$ cat src/rtl/sevenseg_if.sv
// Scanned seven-segment display lines plus the digit values recovered from them.
// Latency: none, this only bundles wires.
// Backpressure: none, the display scan is free-running and cannot be stalled.
interface sevenseg_if #(
    parameter int NUM_DIGITS = 4
);
    logic [6:0]              sevenseg_n;
    logic [NUM_DIGITS-1:0]   digit_sel_n;
    logic [4*NUM_DIGITS-1:0] bcd_digits;
    logic [NUM_DIGITS-1:0]   digit_valid;
    logic                    frame_done;
    logic                    seg_err;

    // Display driver side: drives the scan lines and observes the recovered digits.
    modport master (
        output sevenseg_n, digit_sel_n,
        input  bcd_digits, digit_valid, frame_done, seg_err
    );

    // Reader side: watches the scan lines and produces the recovered digits.
    modport slave (
        input  sevenseg_n, digit_sel_n,
        output bcd_digits, digit_valid, frame_done, seg_err
    );
endinterface

$ cat src/rtl/sevenseg_reader.sv
// Recovers BCD digits from a multiplexed, active-low seven-segment scan (readback monitor).
// Latency: a strobe stable from edge k is committed after edge k+STABLE_CYCLES.
// Backpressure: none; strobes shorter than STABLE_CYCLES samples are silently dropped.
module sevenseg_reader #(
    parameter int NUM_DIGITS    = 4,
    parameter int STABLE_CYCLES = 4
) (
    input  logic       clk,
    input  logic       rst_n,
    sevenseg_if.slave  bus
);
    localparam int             CW      = $clog2(STABLE_CYCLES + 1);
    localparam logic [CW-1:0]  CNT_MAX = CW'(STABLE_CYCLES);

    typedef enum logic [1:0] {IDLE, SETTLE, LOCKED} state_t;

    // {legal, value}; blank (all segments off) is a legal pattern that reads as 4'hF.
    function automatic logic [4:0] decode(input logic [6:0] seg);
        case (seg)
            7'h3F:   decode = {1'b1, 4'h0};
            7'h06:   decode = {1'b1, 4'h1};
            7'h5B:   decode = {1'b1, 4'h2};
            7'h4F:   decode = {1'b1, 4'h3};
            7'h66:   decode = {1'b1, 4'h4};
            7'h6D:   decode = {1'b1, 4'h5};
            7'h7D:   decode = {1'b1, 4'h6};
            7'h07:   decode = {1'b1, 4'h7};
            7'h7F:   decode = {1'b1, 4'h8};
            7'h6F:   decode = {1'b1, 4'h9};
            7'h00:   decode = {1'b1, 4'hF};
            default: decode = {1'b0, 4'hF};
        endcase
    endfunction

    state_t                  state_q, state_nxt;
    logic [CW-1:0]           cnt_q, cnt_nxt, cnt_inc;
    logic [6:0]              samp_seg, cand_seg;
    logic [NUM_DIGITS-1:0]   samp_sel, cand_sel;
    logic [NUM_DIGITS-1:0]   sel_oh, seen_q, seen_nxt;
    logic [4*NUM_DIGITS-1:0] bcd_q;
    logic [NUM_DIGITS-1:0]   valid_q;
    logic                    frame_done_q, seg_err_q;
    logic                    is_onehot, match, start_cand, load_cand, commit;
    logic [4:0]              dec;

    assign sel_oh    = ~samp_sel;
    assign is_onehot = $onehot(sel_oh);
    assign match     = (samp_sel == cand_sel) && (samp_seg == cand_seg);
    assign cnt_inc   = cnt_q + CW'(1);
    assign dec       = decode(~samp_seg);
    assign seen_nxt  = seen_q | sel_oh;

    assign bus.bcd_digits  = bcd_q;
    assign bus.digit_valid = valid_q;
    assign bus.frame_done  = frame_done_q;
    assign bus.seg_err     = seg_err_q;

    // Register the asynchronous display lines before anything looks at them.
    always_ff @(posedge clk or negedge rst_n) begin
        if (!rst_n) begin
            samp_seg <= '1;
            samp_sel <= '1;
        end else begin
            samp_seg <= bus.sevenseg_n;
            samp_sel <= bus.digit_sel_n;
        end
    end

    // State, stability counter and the candidate (select, segments) being qualified.
    always_ff @(posedge clk or negedge rst_n) begin
        if (!rst_n) begin
            state_q  <= IDLE;
            cnt_q    <= '0;
            cand_seg <= '0;
            cand_sel <= '1;
        end else begin
            state_q <= state_nxt;
            cnt_q   <= cnt_nxt;
            if (load_cand) begin
                cand_seg <= samp_seg;
                cand_sel <= samp_sel;
            end
        end
    end

    // Next state: qualify each one-hot strobe for STABLE_CYCLES samples, commit it once.
    always_comb begin
        state_nxt  = state_q;
        cnt_nxt    = cnt_q;
        start_cand = 1'b0;
        load_cand  = 1'b0;
        commit     = 1'b0;
        case (state_q)
            IDLE: begin
                cnt_nxt = '0;
                if (is_onehot) start_cand = 1'b1;
            end
            SETTLE: begin
                if (!is_onehot) begin
                    state_nxt = IDLE;
                    cnt_nxt   = '0;
                end else if (match) begin
                    if (cnt_inc >= CNT_MAX) begin
                        commit    = 1'b1;
                        state_nxt = LOCKED;
                        cnt_nxt   = CNT_MAX;
                    end else begin
                        cnt_nxt = cnt_inc;
                    end
                end else begin
                    start_cand = 1'b1;
                end
            end
            LOCKED: begin
                if (!is_onehot) begin
                    state_nxt = IDLE;
                    cnt_nxt   = '0;
                end else if (!match) begin
                    start_cand = 1'b1;
                end
            end
            default: begin
                state_nxt = IDLE;
                cnt_nxt   = '0;
            end
        endcase
        // A new strobe counts as its first stable sample; with a one-sample
        // threshold that sample alone is enough to commit.
        if (start_cand) begin
            load_cand = 1'b1;
            cnt_nxt   = CW'(1);
            if (STABLE_CYCLES == 1) begin
                commit    = 1'b1;
                state_nxt = LOCKED;
            end else begin
                state_nxt = SETTLE;
            end
        end
    end

    // Commit the strobed digit, flag illegal patterns and track frame completion.
    always_ff @(posedge clk or negedge rst_n) begin
        if (!rst_n) begin
            bcd_q        <= '1;
            valid_q      <= '0;
            seen_q       <= '0;
            frame_done_q <= 1'b0;
            seg_err_q    <= 1'b0;
        end else begin
            frame_done_q <= 1'b0;
            seg_err_q    <= 1'b0;
            if (commit) begin
                for (int i = 0; i < NUM_DIGITS; i++) begin
                    if (sel_oh[i]) begin
                        valid_q[i] <= dec[4];
                        if (dec[4]) bcd_q[4*i +: 4] <= dec[3:0];
                    end
                end
                seg_err_q <= ~dec[4];
                if (&seen_nxt) begin
                    frame_done_q <= 1'b1;
                    seen_q       <= '0;
                end else begin
                    seen_q <= seen_nxt;
                end
            end
        end
    end
endmodule
$ cat src/flat_wrapper.sv
// flat-port wrapper written by rule: the top's interface ports become plain ports
module sevenseg_reader_flat 
#(
    parameter int NUM_DIGITS    = 4,
    parameter int STABLE_CYCLES = 4
)
  (clk, rst_n, bus_sevenseg_n, bus_digit_sel_n, bus_bcd_digits, bus_digit_valid, bus_frame_done, bus_seg_err);
  sevenseg_if #(.NUM_DIGITS(NUM_DIGITS)) bus_i ();
  input  logic clk;
  input  logic rst_n;
  input wire logic [$bits(bus_i.sevenseg_n)-1:0] bus_sevenseg_n;
  input wire logic [$bits(bus_i.digit_sel_n)-1:0] bus_digit_sel_n;
  output wire logic [$bits(bus_i.bcd_digits)-1:0] bus_bcd_digits;
  output wire logic [$bits(bus_i.digit_valid)-1:0] bus_digit_valid;
  output wire logic [$bits(bus_i.frame_done)-1:0] bus_frame_done;
  output wire logic [$bits(bus_i.seg_err)-1:0] bus_seg_err;
  assign bus_i.sevenseg_n = bus_sevenseg_n;
  assign bus_i.digit_sel_n = bus_digit_sel_n;
  assign bus_bcd_digits = bus_i.bcd_digits;
  assign bus_digit_valid = bus_i.digit_valid;
  assign bus_frame_done = bus_i.frame_done;
  assign bus_seg_err = bus_i.seg_err;
  sevenseg_reader #(.NUM_DIGITS(NUM_DIGITS), .STABLE_CYCLES(STABLE_CYCLES)) u_core (.clk(clk), .rst_n(rst_n), .bus(bus_i));
endmodule
$ cat config.mk
export PLATFORM = sky130hd
export DESIGN_NAME = sevenseg_reader_flat
export DESIGN_NICKNAME = d
export VERILOG_FILES = /design/src/rtl/sevenseg_if.sv /design/src/rtl/sevenseg_reader.sv /design/src/flat_wrapper.sv
export SDC_FILE = /design/constraint.sdc
export NUM_CORES = 1
export LEC_CHECK = 0
export BUFFER_PORTS_ARGS = -buffer_cell sky130_fd_sc_hd__buf_2
export CORE_MARGIN = 3
export CORE_UTILIZATION = 60
export CTS_BUF_LIST = sky130_fd_sc_hd__clkbuf_2 sky130_fd_sc_hd__clkbuf_4 sky130_fd_sc_hd__clkbuf_8
export CTS_CLUSTER_SIZE = 14
export DETAILED_ROUTE_END_ITERATION = 10
export GPL_TIMING_DRIVEN = 1
export PLACE_DENSITY_LB_ADDON = 0.12
export SETUP_SLACK_MARGIN = 0.1
export SYNTH_ARGS = -nofsm -noshare
export SYNTH_HDL_FRONTEND = slang
export SYNTH_SLANG_ARGS = --single-unit
$ cat constraint.sdc
create_clock -name clk -period 4.21 [get_ports clk]
set_clock_uncertainty 0.1 [all_clocks]
set_input_delay 0 -clock clk [delete_from_list [all_inputs] [get_ports clk]]
set_output_delay 0 -clock clk [all_outputs]
set_load 0.05 [all_outputs]
==> metrics.txt <==
# TYPE chip_impl_metric gauge
chip_impl_info{name="outcome",value="complete, no violations"} 1
chip_impl_info{name="rsz0062_at_grt",value="false"} 1
chip_impl_info{name="cts_tree",value="built"} 1
chip_impl_metric{name="timing.slew.headroom",unit="%"} 45.7
chip_impl_metric{name="synth-warning-count",unit=""} 0
chip_impl_metric{name="worst-endpoint-required",unit="ns"} 4.35
chip_impl_metric{name="ios",unit=""} 35
chip_impl_metric{name="max_slew.worst_pin.slew",unit="ns"} 0.815
chip_impl_metric{name="grt-ovfl-total",unit=""} 0
chip_impl_metric{name="place_congestion",unit=""} 0.819
chip_impl_metric{name="syn-cell-area",unit="um^2"} 2740
chip_impl_info{name="cts_root_buffer",value="clkbuf_8"} 1
chip_impl_metric{name="cp.arrival",unit="ns"} 3.81
chip_impl_metric{name="grt_pass1_wl",unit="um"} 8970
chip_impl_metric{name="total_design_power",unit="mW"} 1.32
chip_impl_info{name="worst_setup_path_start_kind",value="flip-flop"} 1
chip_impl_metric{name="count_of_input_and_output_buffers",unit=""} 34
chip_impl_metric{name="tritoncts_num_sinks",unit=""} 53
chip_impl_metric{name="effective_utilization_at_floorplan",unit="%"} 65.1
chip_impl_metric{name="per_instance_average_area_after_synthesis",unit="um^2"} 12.7
chip_impl_metric{name="cp_max_fo",unit=""} 17
chip_impl_metric{name="grt_antenna_before_repair",unit=""} 0
chip_impl_metric{name="fraction_of_synthesis_flops_using_an_asynchronous_set_or_reset_pin",unit="%"} 100
chip_impl_info{name="worst_hold_path_type",value="in2async"} 1
chip_impl_info{name="final_common_cell",value="buf_2"} 1
chip_impl_metric{name="min_period",unit="ns"} 3.68
chip_impl_metric{name="fp.dieW",unit="um"} 73.5
chip_impl_metric{name="static-leakage-power",unit="nW"} 1.42
chip_impl_metric{name="finalSetupViolCount",unit=""} 0
chip_impl_metric{name="ctsLongestPathBuffers",unit=""} 2
chip_impl_metric{name="drt_drc_violations_left",unit=""} 0
chip_impl_metric{name="first_global_vias",unit=""} 1803
chip_impl_metric{name="diodes",unit=""} 0
chip_impl_metric{name="via_per_inst",unit=""} 5.86
chip_impl_metric{name="vias",unit=""} 1817
chip_impl_metric{name="hold_viol",unit=""} 0
chip_impl_metric{name="max_freq",unit="GHz"} 0.272
chip_impl_metric{name="drt.antenna.violating_nets",unit=""} 0
chip_impl_metric{name="placeable_area",unit="um^2"} 4200
chip_impl_metric{name="drt-initial-drc-count",unit=""} 148
chip_impl_info{name="critPathCaptureType",value="flip-flop"} 1
chip_impl_metric{name="fill_cells",unit=""} 277
chip_impl_metric{name="synth.yosys.seq_area_share",unit="%"} 49.9
chip_impl_metric{name="synth-edff-count",unit=""} 0
chip_impl_metric{name="setup_tns",unit="ns"} 0
chip_impl_metric{name="die_y",unit="um"} 73.5
chip_impl_metric{name="grt_start_max_net_pins",unit=""} 54
chip_impl_metric{name="ir_worst_vdd",unit="V"} 0.000293
chip_impl_metric{name="num-nets-final",unit=""} 281
chip_impl_metric{name="post_cts_clock_slew_at_the_launch_and_capture_registers_of_the_worst_setup_and_hold_paths",unit="ns"} 0.09
chip_impl_metric{name="met3_use_gr",unit="%"} 5.06
chip_impl_metric{name="synth_seq_cells",unit=""} 53
chip_impl_metric{name="synth_fp_nets",unit=""} 238
chip_impl_metric{name="drt_first_pass_iters",unit=""} 4
chip_impl_info{name="timing_worst_setup_path_type",value="reg2reg"} 1
chip_impl_metric{name="fin_util",unit="%"} 75.1
chip_impl_metric{name="post_cts_buffers",unit=""} 0
chip_impl_metric{name="drt-total-wl",unit="um"} 5360
chip_impl_info{name="most-common-layout-cells",value="buf_2, dfstp_2, dfrtp_1"} 1
chip_impl_metric{name="globalRouteTotalUtil",unit="%"} 22.1
chip_impl_metric{name="drive_gt1_share",unit="%"} 40.8
chip_impl_metric{name="post-route-period-util",unit="%"} 87.3
chip_impl_info{name="synth_flop_cell",value="dfstp_2"} 1
chip_impl_info{name="grt_most_used_layer",value="met2"} 1
chip_impl_metric{name="maximum_capacitance_violations",unit=""} 0
chip_impl_metric{name="avgRoutedWirePerCell",unit="um"} 17.3
chip_impl_metric{name="synth_cell_types",unit=""} 56
chip_impl_metric{name="pwr_density_cell",unit="nW/um^2"} 418
chip_impl_metric{name="grtUsageMet2",unit="%"} 36.0
chip_impl_metric{name="area_growth_syn_to_layout",unit="%"} 15.3
chip_impl_metric{name="post_synth_inst_count",unit=""} 216
chip_impl_metric{name="core.rowCount",unit=""} 23
chip_impl_metric{name="h-tree-depth",unit=""} 2
chip_impl_metric{name="die-area",unit="um^2"} 5410
chip_impl_metric{name="cts_inserted_buffers",unit=""} 5
chip_impl_metric{name="maxSlewViolCount",unit=""} 0
chip_impl_metric{name="insertion_delay",unit="ns"} 0.31
chip_impl_metric{name="grt.met1_usage",unit="%"} 28.9
chip_impl_metric{name="detailedPlacementHpwl",unit="um"} 3740
[through the flow]
| stage | hold WS (ns) | worst slack [ns] | area [um^2] | cells |
|---|---|---|---|---|
| final | 0.217 | 0.533 | 3150 | 310 |
| after global routing | 0.222 | 0.296 | 3150 | 310 |
| after CTS | 0.211 | 0.540 | 3150 | 310 |
| after detailed placement | 0.00615 | 0.583 | 2910 | 290 |
| after global placement | 0.00482 | 0.659 | 2910 | 290 |
| after floorplan | -0.396 | 0.814 | 2740 | 216 |
[logic make-up after synthesis]
group           after synthesis  share of synthesized area, %
fa+ha+maj                     9                          4.39
simple gates                 47                          11.4
xor+xnor                     12                          3.84
buf+inv                      23                          4.07
compound gates               51                          17.8
flops                        53                          49.9
mux                          21                          8.60
[state kept, by name, indices dropped and copies added, names as in the netlist]
| name | cells |
|---|---|
| u_core.cand_seg | 7 |
| u_core.bus.seg_err | 1 |
| u_core.state_q | 2 |
| u_core.cand_sel | 4 |
| u_core.cnt_q | 3 |
| u_core.samp_sel | 4 |
| u_core.bus.frame_done | 1 |
| u_core.seen_q | 4 |
| u_core.samp_seg | 7 |
| u_core.bus.digit_valid | 4 |
| u_core.bus.bcd_digits | 16 |
[Yosys cell counts (2+ instances only)]
cell type   n  share of area, %
a31oi_1     2              0.46
a2111oi_4   4               4.0
o41ai_1     4               1.3
xor2_1     12               3.8
o31a_1      2              0.64
nor3b_1     2              0.55
nor3_1      3              0.55
o21a_1      4               1.1
or3_1       3              0.69
nand4_1     4              0.91
o32ai_1     2              0.64
or3b_2      2              0.64
mux2_2     11               4.5
buf_4       2              0.55
o21ai_0     6               1.1
o22ai_1     3              0.69
dfstp_2    31                30
o31ai_1     4               1.1
nor2_1     10               1.4
nand2b_1    5               1.1
mux2_1      9               3.7
nor4_4      2               1.6
a2bb2oi_1   4               1.3
nand2_1     4              0.55
inv_1      11               1.5
ha_1        8               3.7
buf_2       8               1.5
nor2b_1     2              0.46
dfrtp_1    22                20
or2_2       2              0.46
nand3_1     2              0.37
a21oi_1     2              0.37
[worst paths after layout]
check	start	endpoint	slack [ns]	cells past startpoint
worst min-delay path	rst_n	u_core.cand_seg[6]	0.22	3
worst min register to register	u_core.bus.bcd_digits[6]	u_core.bus.bcd_digits[6]	0.39	2
max in group asynchronous	rst_n	u_core.bus.seg_err	3.35	3
min in group clk	bus_digit_sel_n[3]	u_core.samp_sel[3]	0.23	2
worst max register to register	u_core.samp_sel[0]	u_core.bus.bcd_digits[3]	0.53	10
worst max-delay path	u_core.samp_sel[0]	u_core.bus.bcd_digits[3]	0.53	10
[repair_timing]
item                                    4_1_cts  5_1_grt
gates resized for setup                       0        0
hold endpoints to repair                     33        0
hold buffers                                 12        0
endpoints found under the setup margin        0        0
[final cells by class]
type                       instances  area [um^2]  share of cell area [%]
tap                               50         62.6                    1.98
multi-input combinational        140         1260                    39.9
clock inverter                     1         30.0                   0.952
clock buffer                       7         90.1                    2.86
inverter                          11         41.3                    1.31
sequential                        53         1370                    43.3
timing repair buffer              48          305                    9.68
[per-layer routing]
metal  vias up  wire [um]  share of wire (%)
met5         -          0                  0
met2        42       2680                 50
met3         8        218                4.1
met4         0         89                1.7
met1       893       2370                 44
li1        874          -                  -
[where the power goes]
group / switching [mW] / internal (mW) / total, mW
clock: 0.158 / 0.200 / 0.358
combinational: 0.160 / 0.143 / 0.303
sequential: 0.0598 / 0.598 / 0.657
total: 0.378 / 0.941 / 1.32
[critical path, cell delays in order (launching register included)]
cell       delay (ns)
dfstp_2          0.66
inv_1            0.09
ha_1             0.30
ha_1             0.21
fa_1             0.44
nor3b_1          0.22
buf_4            0.17
and3_1           0.23
nand4_4          0.32
a2111oi_4        0.48
mux2_1           0.38
(Power assumes the default switching activity.)
